==> src/rtl/cnt_cmd_seq.sv <==
// Command sequencer driving a downstream up/down counter; CNT_CMD_SEQ_GUARD_EN adds a range guard.
// Latency: accepted command runs the cycle after acceptance; done/rej pulse one cycle after the last step.
// Backpressure: cmd_ready high only in IDLE; ERR holds cmd_ready low until rst.
module cnt_cmd_seq #(
   parameter int COUNTER_WIDTH = 4,
   parameter int LEN_WIDTH     = 8
) (
   input  logic                     clk,
   input  logic                     rst,
   input  logic                     cmd_valid,
   output logic                     cmd_ready,
   input  logic                     cmd_dir,
   input  logic [LEN_WIDTH-1:0]     cmd_len,
   input  logic                     ovflw,
   output logic                     act,
   output logic                     up_dwn_n,
   output logic                     busy,
   output logic                     done,
   output logic                     rej,
   output logic                     err,
   output logic [COUNTER_WIDTH-1:0] exp_count
);

   typedef enum logic [1:0] {
      ST_IDLE = 2'd0,
      ST_RUN  = 2'd1,
      ST_ERR  = 2'd2
   } state_t;

   state_t                 state;
   state_t                 state_nxt;
   logic [LEN_WIDTH-1:0]   rem_len;
   logic                   cmd_take;
   logic                   cmd_bad;
   logic                   len_zero;
   logic                   run_last;

   // ovflw in IDLE wins over a pending handshake: the command stays unconsumed.
   assign cmd_take = (state == ST_IDLE) && cmd_valid && !ovflw;
   assign len_zero = (cmd_len == '0);
   assign run_last = (rem_len == LEN_WIDTH'(1));

`ifdef CNT_CMD_SEQ_GUARD_EN
   localparam int GW = ((COUNTER_WIDTH > LEN_WIDTH) ? COUNTER_WIDTH : LEN_WIDTH) + 1;
   localparam logic [GW-1:0] CNT_MAX = {{(GW-COUNTER_WIDTH){1'b0}}, {COUNTER_WIDTH{1'b1}}};

   logic [GW-1:0] cnt_ext;
   logic [GW-1:0] len_ext;
   logic [GW-1:0] up_sum;
   logic          rej_q;

   // One extra bit keeps the sum exact for any width combination.
   assign cnt_ext = GW'(exp_count);
   assign len_ext = GW'(cmd_len);
   assign up_sum  = cnt_ext + len_ext;
   assign cmd_bad = cmd_dir ? (up_sum > CNT_MAX) : (len_ext > cnt_ext);

   always_ff @(posedge clk) begin
      if (rst) begin
         rej_q <= 1'b0;
      end else begin
         rej_q <= cmd_take && cmd_bad;
      end
   end

   assign rej = rej_q;
`else
   assign cmd_bad = 1'b0;
   assign rej     = 1'b0;
`endif

   always_ff @(posedge clk) begin
      if (rst) begin
         state <= ST_IDLE;
      end else begin
         state <= state_nxt;
      end
   end

   always_comb begin
      state_nxt = state;
      case (state)
         ST_IDLE: begin
            if (ovflw) begin
               state_nxt = ST_ERR;
            end else if (cmd_valid && !len_zero && !cmd_bad) begin
               state_nxt = ST_RUN;
            end
         end
         ST_RUN: begin
            if (ovflw) begin
               state_nxt = ST_ERR;
            end else if (run_last) begin
               state_nxt = ST_IDLE;
            end
         end
         ST_ERR:  state_nxt = ST_ERR;
         default: state_nxt = ST_IDLE;
      endcase
   end

   always_comb begin
      cmd_ready = 1'b0;
      act       = 1'b0;
      busy      = 1'b0;
      err       = 1'b0;
      case (state)
         ST_IDLE: cmd_ready = 1'b1;
         ST_RUN: begin
            act  = 1'b1;
            busy = 1'b1;
         end
         ST_ERR:  err = 1'b1;
         default: cmd_ready = 1'b0;
      endcase
   end

   // exp_count follows every cycle act is high, including one cut short by ovflw.
   always_ff @(posedge clk) begin
      if (rst) begin
         rem_len   <= '0;
         up_dwn_n  <= 1'b1;
         done      <= 1'b0;
         exp_count <= '0;
      end else begin
         done <= 1'b0;
         case (state)
            ST_IDLE: begin
               if (cmd_take && !cmd_bad) begin
                  if (len_zero) begin
                     done <= 1'b1;
                  end else begin
                     rem_len  <= cmd_len;
                     up_dwn_n <= cmd_dir;
                  end
               end
            end
            ST_RUN: begin
               exp_count <= up_dwn_n ? (exp_count + COUNTER_WIDTH'(1))
                                     : (exp_count - COUNTER_WIDTH'(1));
               if (ovflw) begin
                  rem_len <= '0;
               end else begin
                  rem_len <= rem_len - LEN_WIDTH'(1);
                  done    <= run_last;
               end
            end
            default: rem_len <= '0;
         endcase
      end
   end

endmodule
==> config.mk <==
export PLATFORM = sky130hd
export DESIGN_NAME = cnt_cmd_seq
export DESIGN_NICKNAME = d
export VERILOG_FILES = /design/src/rtl/cnt_cmd_seq.sv
export SDC_FILE = /design/constraint.sdc
export NUM_CORES = 1
export LEC_CHECK = 0
export CAP_MARGIN = 20
export CORE_MARGIN = 2
export CORE_UTILIZATION = 46
export CTS_BUF_LIST = sky130_fd_sc_hd__clkbuf_2 sky130_fd_sc_hd__clkbuf_4 sky130_fd_sc_hd__clkbuf_8
export CTS_CLUSTER_SIZE = 16
export DETAILED_ROUTE_END_ITERATION = 6
export GPL_ROUTABILITY_DRIVEN = 0
export PLACE_DENSITY = 0.88
export SYNTH_ARGS = -nofsm -noshare
export SYNTH_HDL_FRONTEND = slang
export SYNTH_SLANG_ARGS = --single-unit
export TNS_END_PERCENT = 20
==> constraint.sdc <==
create_clock -name clk -period 1.6 [get_ports clk]
set_input_delay 0.16 -clock clk [delete_from_list [all_inputs] [get_ports clk]]
set_output_delay 0.16 -clock clk [all_outputs]
set_load 0.02 [all_outputs]
==> results of run 1 <==
-- power groups by stage --
| stage | logic [uW] | registers (uW) | clock network [uW] |
|---|---|---|---|
| CTS | 322 | 455 | 272 |
| floorplan | 201 | 460 | 0 |
| detailed placement | 324 | 464 | 0 |
| global placement | 309 | 462 | 0 |
| finish | 348 | 459 | 275 |
| global route | 376 | 463 | 294 |
-- cells by family (layout without fill, tap and decap cells) --
kind of cell | count (synthesis) | in the layout
adders and majority gates | 5 | 5
muxes | 4 | 4
xor gates and xnor gates | 2 | 2
and+or+nand+nor | 39 | 39
DFF | 16 | 16
other | 1 | 1
buffers and inverters | 16 | 53
AOI/OAI and AO/OA | 37 | 37
-- stage by stage --
step	std cells	setup TNS (ps)
floorplan	120	0
global placement	178	-2220
detailed placement	178	-2930
CTS	182	-229
global route	185	-78.1
finish	185	-12.4
-- placed cells by master (no fill, tap or decap), types with 3 or more instances in the layout --
cell / n
dlymetal6s2s_1: 6
clkdlybuf4s50_1: 12
inv_1: 5
o32ai_1: 5
dlygate4sd2_1: 4
nor2_1: 11
or4_4: 3
a21oi_1: 9
nand2b_1: 4
buf_4: 20
nor2b_1: 5
dfxtp_2: 3
clkbuf_4: 3
dfxtp_1: 12
nor3_1: 3
mux2i_1: 3
-- routing by layer --
metal	vias to the layer above	GRT usage	part of all wire
met5	-	0	0
li1	511	-	-
met3	10	0.0287	0.042
met2	48	0.416	0.52
met4	0	0.101	0.018
met1	508	0.278	0.42
-- worst max-delay path, cell delays in order (launching register included) --
cell	delay [ps]
dfxtp_4	370
inv_6	70
ha_4	180
a21o_1	170
a21oi_2	170
mux2i_1	210
mux2_2	340
-- sequential cells by signal, indices dropped and copies added (netlist names) --
signal,flops
rem_len,8
state,2
up_dwn_n,1
done,1
exp_count,4
-- what timing repair did --
| action | CTS | global route |
|---|---|---|
| hold buffers | 0 | 0 |
| setup endpoints to repair | 11 | 12 |
| buffers inserted | 0 | 3 |
| pin swaps | 0 | 6 |
| resized for setup | 5 | 18 |
-- worst min-delay path by stage --
stage | startpoint | endpoint | slack, ps
finish | cmd_len[7] | state[0] | 380
global route | cmd_len[7] | rem_len[7] | 400
CTS | rem_len[1] | rem_len[1] | 500
detailed placement | rem_len[1] | rem_len[1] | 490
global placement | rem_len[6] | rem_len[6] | 470
floorplan | rst | rem_len[2] | 360
-- cell type report --
| cell class | count | area share |
|---|---|---|
| inverter | 6 | 0.0182 |
| clock buffer | 4 | 0.0240 |
| timing repair buffer | 43 | 0.259 |
| tap | 28 | 0.0232 |
| multi-input combinational | 88 | 0.458 |
| sequential | 16 | 0.217 |
==> run metrics, run 1 <==
yosys warns 0; Reg2Reg Capture Point exp_count[3]; clock share of power 0.254; Final Slew Violations 0; Die X 51.9 um; RSZ-0062 raised after global routing yes; DRC errors left 0; IO Port Bufs 22; hold crit path type primary input to flip-flop; Tcrit/Tclk final 1.01; Boundary Pins 24; crit path capture type flip-flop; Fin Hold WS 382 ps; main combinational cell family by area after synthesis compound AO/OA/AOI/OAI gates; Top FF cell, synth dfxtp_1; Starting Density 0.481; Post-synth top cells dfxtp_1, nor2_1, a21oi_1, inv_1; crit-path max FO 4; largest area contributor in the netlist dfxtp_1; register area share after synthesis 0.304; clock buffer count from CTS 3; # fillers 158; Clock Sinks 16; Post-DP HPWL 2230 um; die area 0.00269 mm2; Multi-input gate area 692 um2; vias in the first global route 1035; Pwr Density 717 mW/mm2; initial antenna violation count 0; total track usage 0.233; cells after synthesis 120; final hold vios 0; Root Buffer clkbuf_4; Simple-Gate Fraction of Synth Area 0.223; WL final 2990 um; R2R Setup Slk -10 ps; combinational power share 0.322; switching portion of total power 0.320; Design Area, Final 0.00151 mm2; placed cell area 0.00141 mm2; post-detailed-route wirelength per cell 16.1 um; Power Total 1080 uW; Avg Cell Area, Syn 8.78 um2; Antenna Diode Count 0; Max Cap Viol 0; critical path startpoint category flip-flop; clk slew on worst S/H paths 90 ps; DR pass1 iterations 4; share of flip-flops with an asynchronous set or reset 0; final core occ 0.689; vias 1077; post-synth top area share 0.304; compound-gate portion of the synthesized area 0.266; largest cells by area after synthesis dfxtp_1, a21oi_1, ha_1; xor/xnor share of the synthesized area 0.0166; Vias/cell 5.82; Synth cell types 46; worst path arrival time 1800 ps; drt initial violations 28; adder-cell share of the synthesized area 0.0665; Post-DRT Antenna Nets 0; TritonCTS clock tree yes; share of cells above drive strength 1 0.306; post-synthesis cell area 0.00105 mm2; WHS Path Cells 4; largest net degree at the start of global routing 15; Flop pwr share 0.424; Yosys reg bits 16; Clock Skew 11.3 ps; Net Count, Synth 138; std cell rows 17; Post-synth EDFFs 0; status finished, violations left; leakage 0.000645 uW; internal power 736 uW; pre-CTS WS -347 ps; first-pass GRT wire length 4700 um; crit path time final 1610 ps; setup ws final -12.4 ps; clk buf depth 2; most frequent cell after synthesis dfxtp_1; setup violators final 1; switching pwr 347 uW; Critical path origin up_dwn_n; CP required 1780 ps; fmax 620 MHz; worst-skew pair later-pin latency 290 ps; die height 51.9 um; Max VDD drop 0.394 mV; crit path capture exp_count[3]; Worst R2R Path Depth 6; mux share of post-synthesis cell area 0.0392; final layout net count 176; Reg area 328 um2; Setup CP Type flip-flop to flip-flop; H-Tree Level Count 1; core area 0.00219 mm2; total gr overflow 0; Reg-to-Reg Start up_dwn_n; violated checks setup timing; area delta synth->final 43.3%
Note: power is estimated with default switching activity, not from simulation.
==> inputs of run 2 (changes only) <==
Settings changed: SKIP_CTS_REPAIR_TIMING set to 1, SLEW_MARGIN set to 20.
==> run metrics, run 2 (synthesized netlist as in run 1, its figures left out) <==
status finished, violations left (unchanged); violated checks setup timing (unchanged); pre-CTS WS -347 ps (unchanged); crit path capture type flip-flop (unchanged); Tcrit/Tclk final 1.04 (was 1.01); area delta synth->final 38.2% (was 43.3%); total gr overflow 0 (unchanged); total track usage 0.233 (unchanged); Slowest-stage cell, CP or4_4 (was dfxtp_4); Antenna Diode Count 0 (unchanged); worst path arrival time 1870 ps (was 1800 ps); setup violators final 7 (was 1); combinational power share 0.310 (was 0.322); CP required 1800 ps (was 1780 ps); Max Cap Viol 0 (unchanged); Post-DP HPWL 2230 um (unchanged); drt initial violations 30 (was 28); vias in the first global route 1035 (unchanged); Post-DRT Antenna Nets 0 (unchanged); Die X 51.9 um (unchanged); first-pass GRT wire length 4700 um (unchanged); H-Tree Level Count 1 (unchanged); switching pwr 331 uW (was 347 uW); Top Family by Delay on Critical Path compound AO/OA/AOI/OAI gates (was multiplexers); Multi-input gate area 667 um2 (was 692 um2); IO Port Bufs 22 (unchanged); internal power 725 uW (was 736 uW); crit-path max FO 8 (was 4); post-detailed-route wirelength per cell 15.3 um (was 16.1 um); CP cell instances clkdlybuf4s50_1, or4_4, o21ai_4, o21ai_0, a221oi_2 (was inv_6, ha_4, a21o_1, a21oi_2, mux2i_1, mux2_2); Clock Sinks 16 (unchanged); TNS Setup -305 ps (was -12.4 ps); most frequent cells in the layout clkdlybuf4s50_1, buf_4, nor2_1, dfxtp_1, a21oi_1 (was buf_4, dfxtp_1, clkdlybuf4s50_1); Starting Density 0.481 (unchanged); Flop pwr share 0.433 (was 0.424); Boundary Pins 24 (unchanged); clock share of power 0.257 (was 0.254); Setup CP Type primary input to flip-flop (was flip-flop to flip-flop); Final Slew Violations 0 (unchanged); worst-skew pair later-pin latency 290 ps (about the same); Design Area, Final 0.00146 mm2 (was 0.00151 mm2); Crit path buffers/inverters 1 (unchanged); largest net degree at the start of global routing 15 (unchanged); Cells after DPL 178 (unchanged); crit-path max cell delay 570 ps (was 370 ps); share of cells above drive strength 1 0.273 (was 0.306); std cell rows 17 (unchanged); Vias/cell 5.85 (was 5.82); fmax 599 MHz (was 620 MHz); vias 1064 (was 1077); Pwr Density 725 mW/mm2 (was 717 mW/mm2); Top reg by flops rem_len (unchanged); Reg area 328 um2 (unchanged); Clock Skew 8.33 ps (was 11.3 ps); leakage 0.000613 uW (was 0.000645 uW); initial antenna violation count 0 (unchanged); Regs by FF count rem_len: 8 flops, exp_count: 4 flops, state: 2 flops (unchanged); Largest register FFs 8 (unchanged); TritonCTS clock tree yes (unchanged); # fillers 159 (was 158); DR pass1 iterations 4 (unchanged); clk buf depth 2 (unchanged); placed cell area 0.00141 mm2 (unchanged); Root Buffer clkbuf_4 (unchanged); die height 51.9 um (unchanged); core area 0.00219 mm2 (unchanged); Max VDD drop 0.387 mV (was 0.394 mV); die area 0.00269 mm2 (unchanged); WL final 2780 um (was 2990 um); setup ws final -68.3 ps (was -12.4 ps); clk slew on worst S/H paths 100 ps (was 90 ps); final hold vios 0 (unchanged); crit path time final 1670 ps (was 1610 ps); final layout net count 173 (was 176); switching portion of total power 0.313 (was 0.320); post-route insts no fill 182 (was 185); clock buffer count from CTS 3 (unchanged); DRC errors left 0 (unchanged); hold crit path type flip-flop to flip-flop (was primary input to flip-flop); critical path startpoint category primary input (was flip-flop); RSZ-0062 raised after global routing yes (unchanged)
-- run 2: cell count changes in the layout (fill, tap and decap cells not counted), sizes merged --
| cell | previous run | this run |
|---|---|---|
| clkdlybuf4s50 | 12 | 18 |
| dlygate4sd2 | 4 | 0 |
| buf | 21 | 18 |
| dlymetal6s2s | 6 | 4 |
-- run 2: worst paths after layout --
check | slack [ps] | start | to | cells past startpoint
worst max-delay path | -70 | cmd_len[5] | rem_len[7] | 5
worst min-delay path | 500 | rem_len[1] | rem_len[1] | 2
worst max register to register | -30 | rem_len[0] | rem_len[7] | 4
worst min register to register | 500 | rem_len[1] | rem_len[1] | 2
-- run 2: layout make-up --
type | count | area share
Clock buffer | 4 | 0.0249
Inverter | 6 | 0.0172
Multi-Input combinational cell | 88 | 0.458
Sequential cell | 16 | 0.225
Tap cell | 28 | 0.0241
Timing Repair Buffer | 40 | 0.251
-- run 2: stage by stage --
step / hold WS (ps) / total power, uW / util
after floorplan: 355 / 661 / -
after CTS: 502 / 1050 / 0.658
final: 500 / 1060 / 0.665
after detailed placement: 487 / 788 / 0.641
after global placement: 469 / 771 / 0.641
after global routing: 538 / 1110 / 0.665
-- run 2: worst reg2reg max path: stages, from the launching register on --
cell	delay, ps
dfxtp_1	370
or4_1	630
o21a_1	220
o21ai_0	200
a221oi_2	80
-- run 2: per-layer routing --
layer | vias up | track usage | wire length (um)
li1 | 505 | - | -
met1 | 512 | 0.278 | 1150
met2 | 41 | 0.416 | 1450
met3 | 6 | 0.0287 | 132
met4 | 0 | 0.101 | 50
met5 | - | 0 | 0
-- run 2: power groups by stage --
| stage | Combinational [uW] | Sequential [uW] | Clock (uW) |
|---|---|---|---|
| final | 328 | 457 | 271 |
| after global routing | 354 | 461 | 291 |
| after CTS | 327 | 455 | 272 |
| after detailed placement | 324 | 464 | 0 |
| after global placement | 309 | 462 | 0 |
| after floorplan | 201 | 460 | 0 |
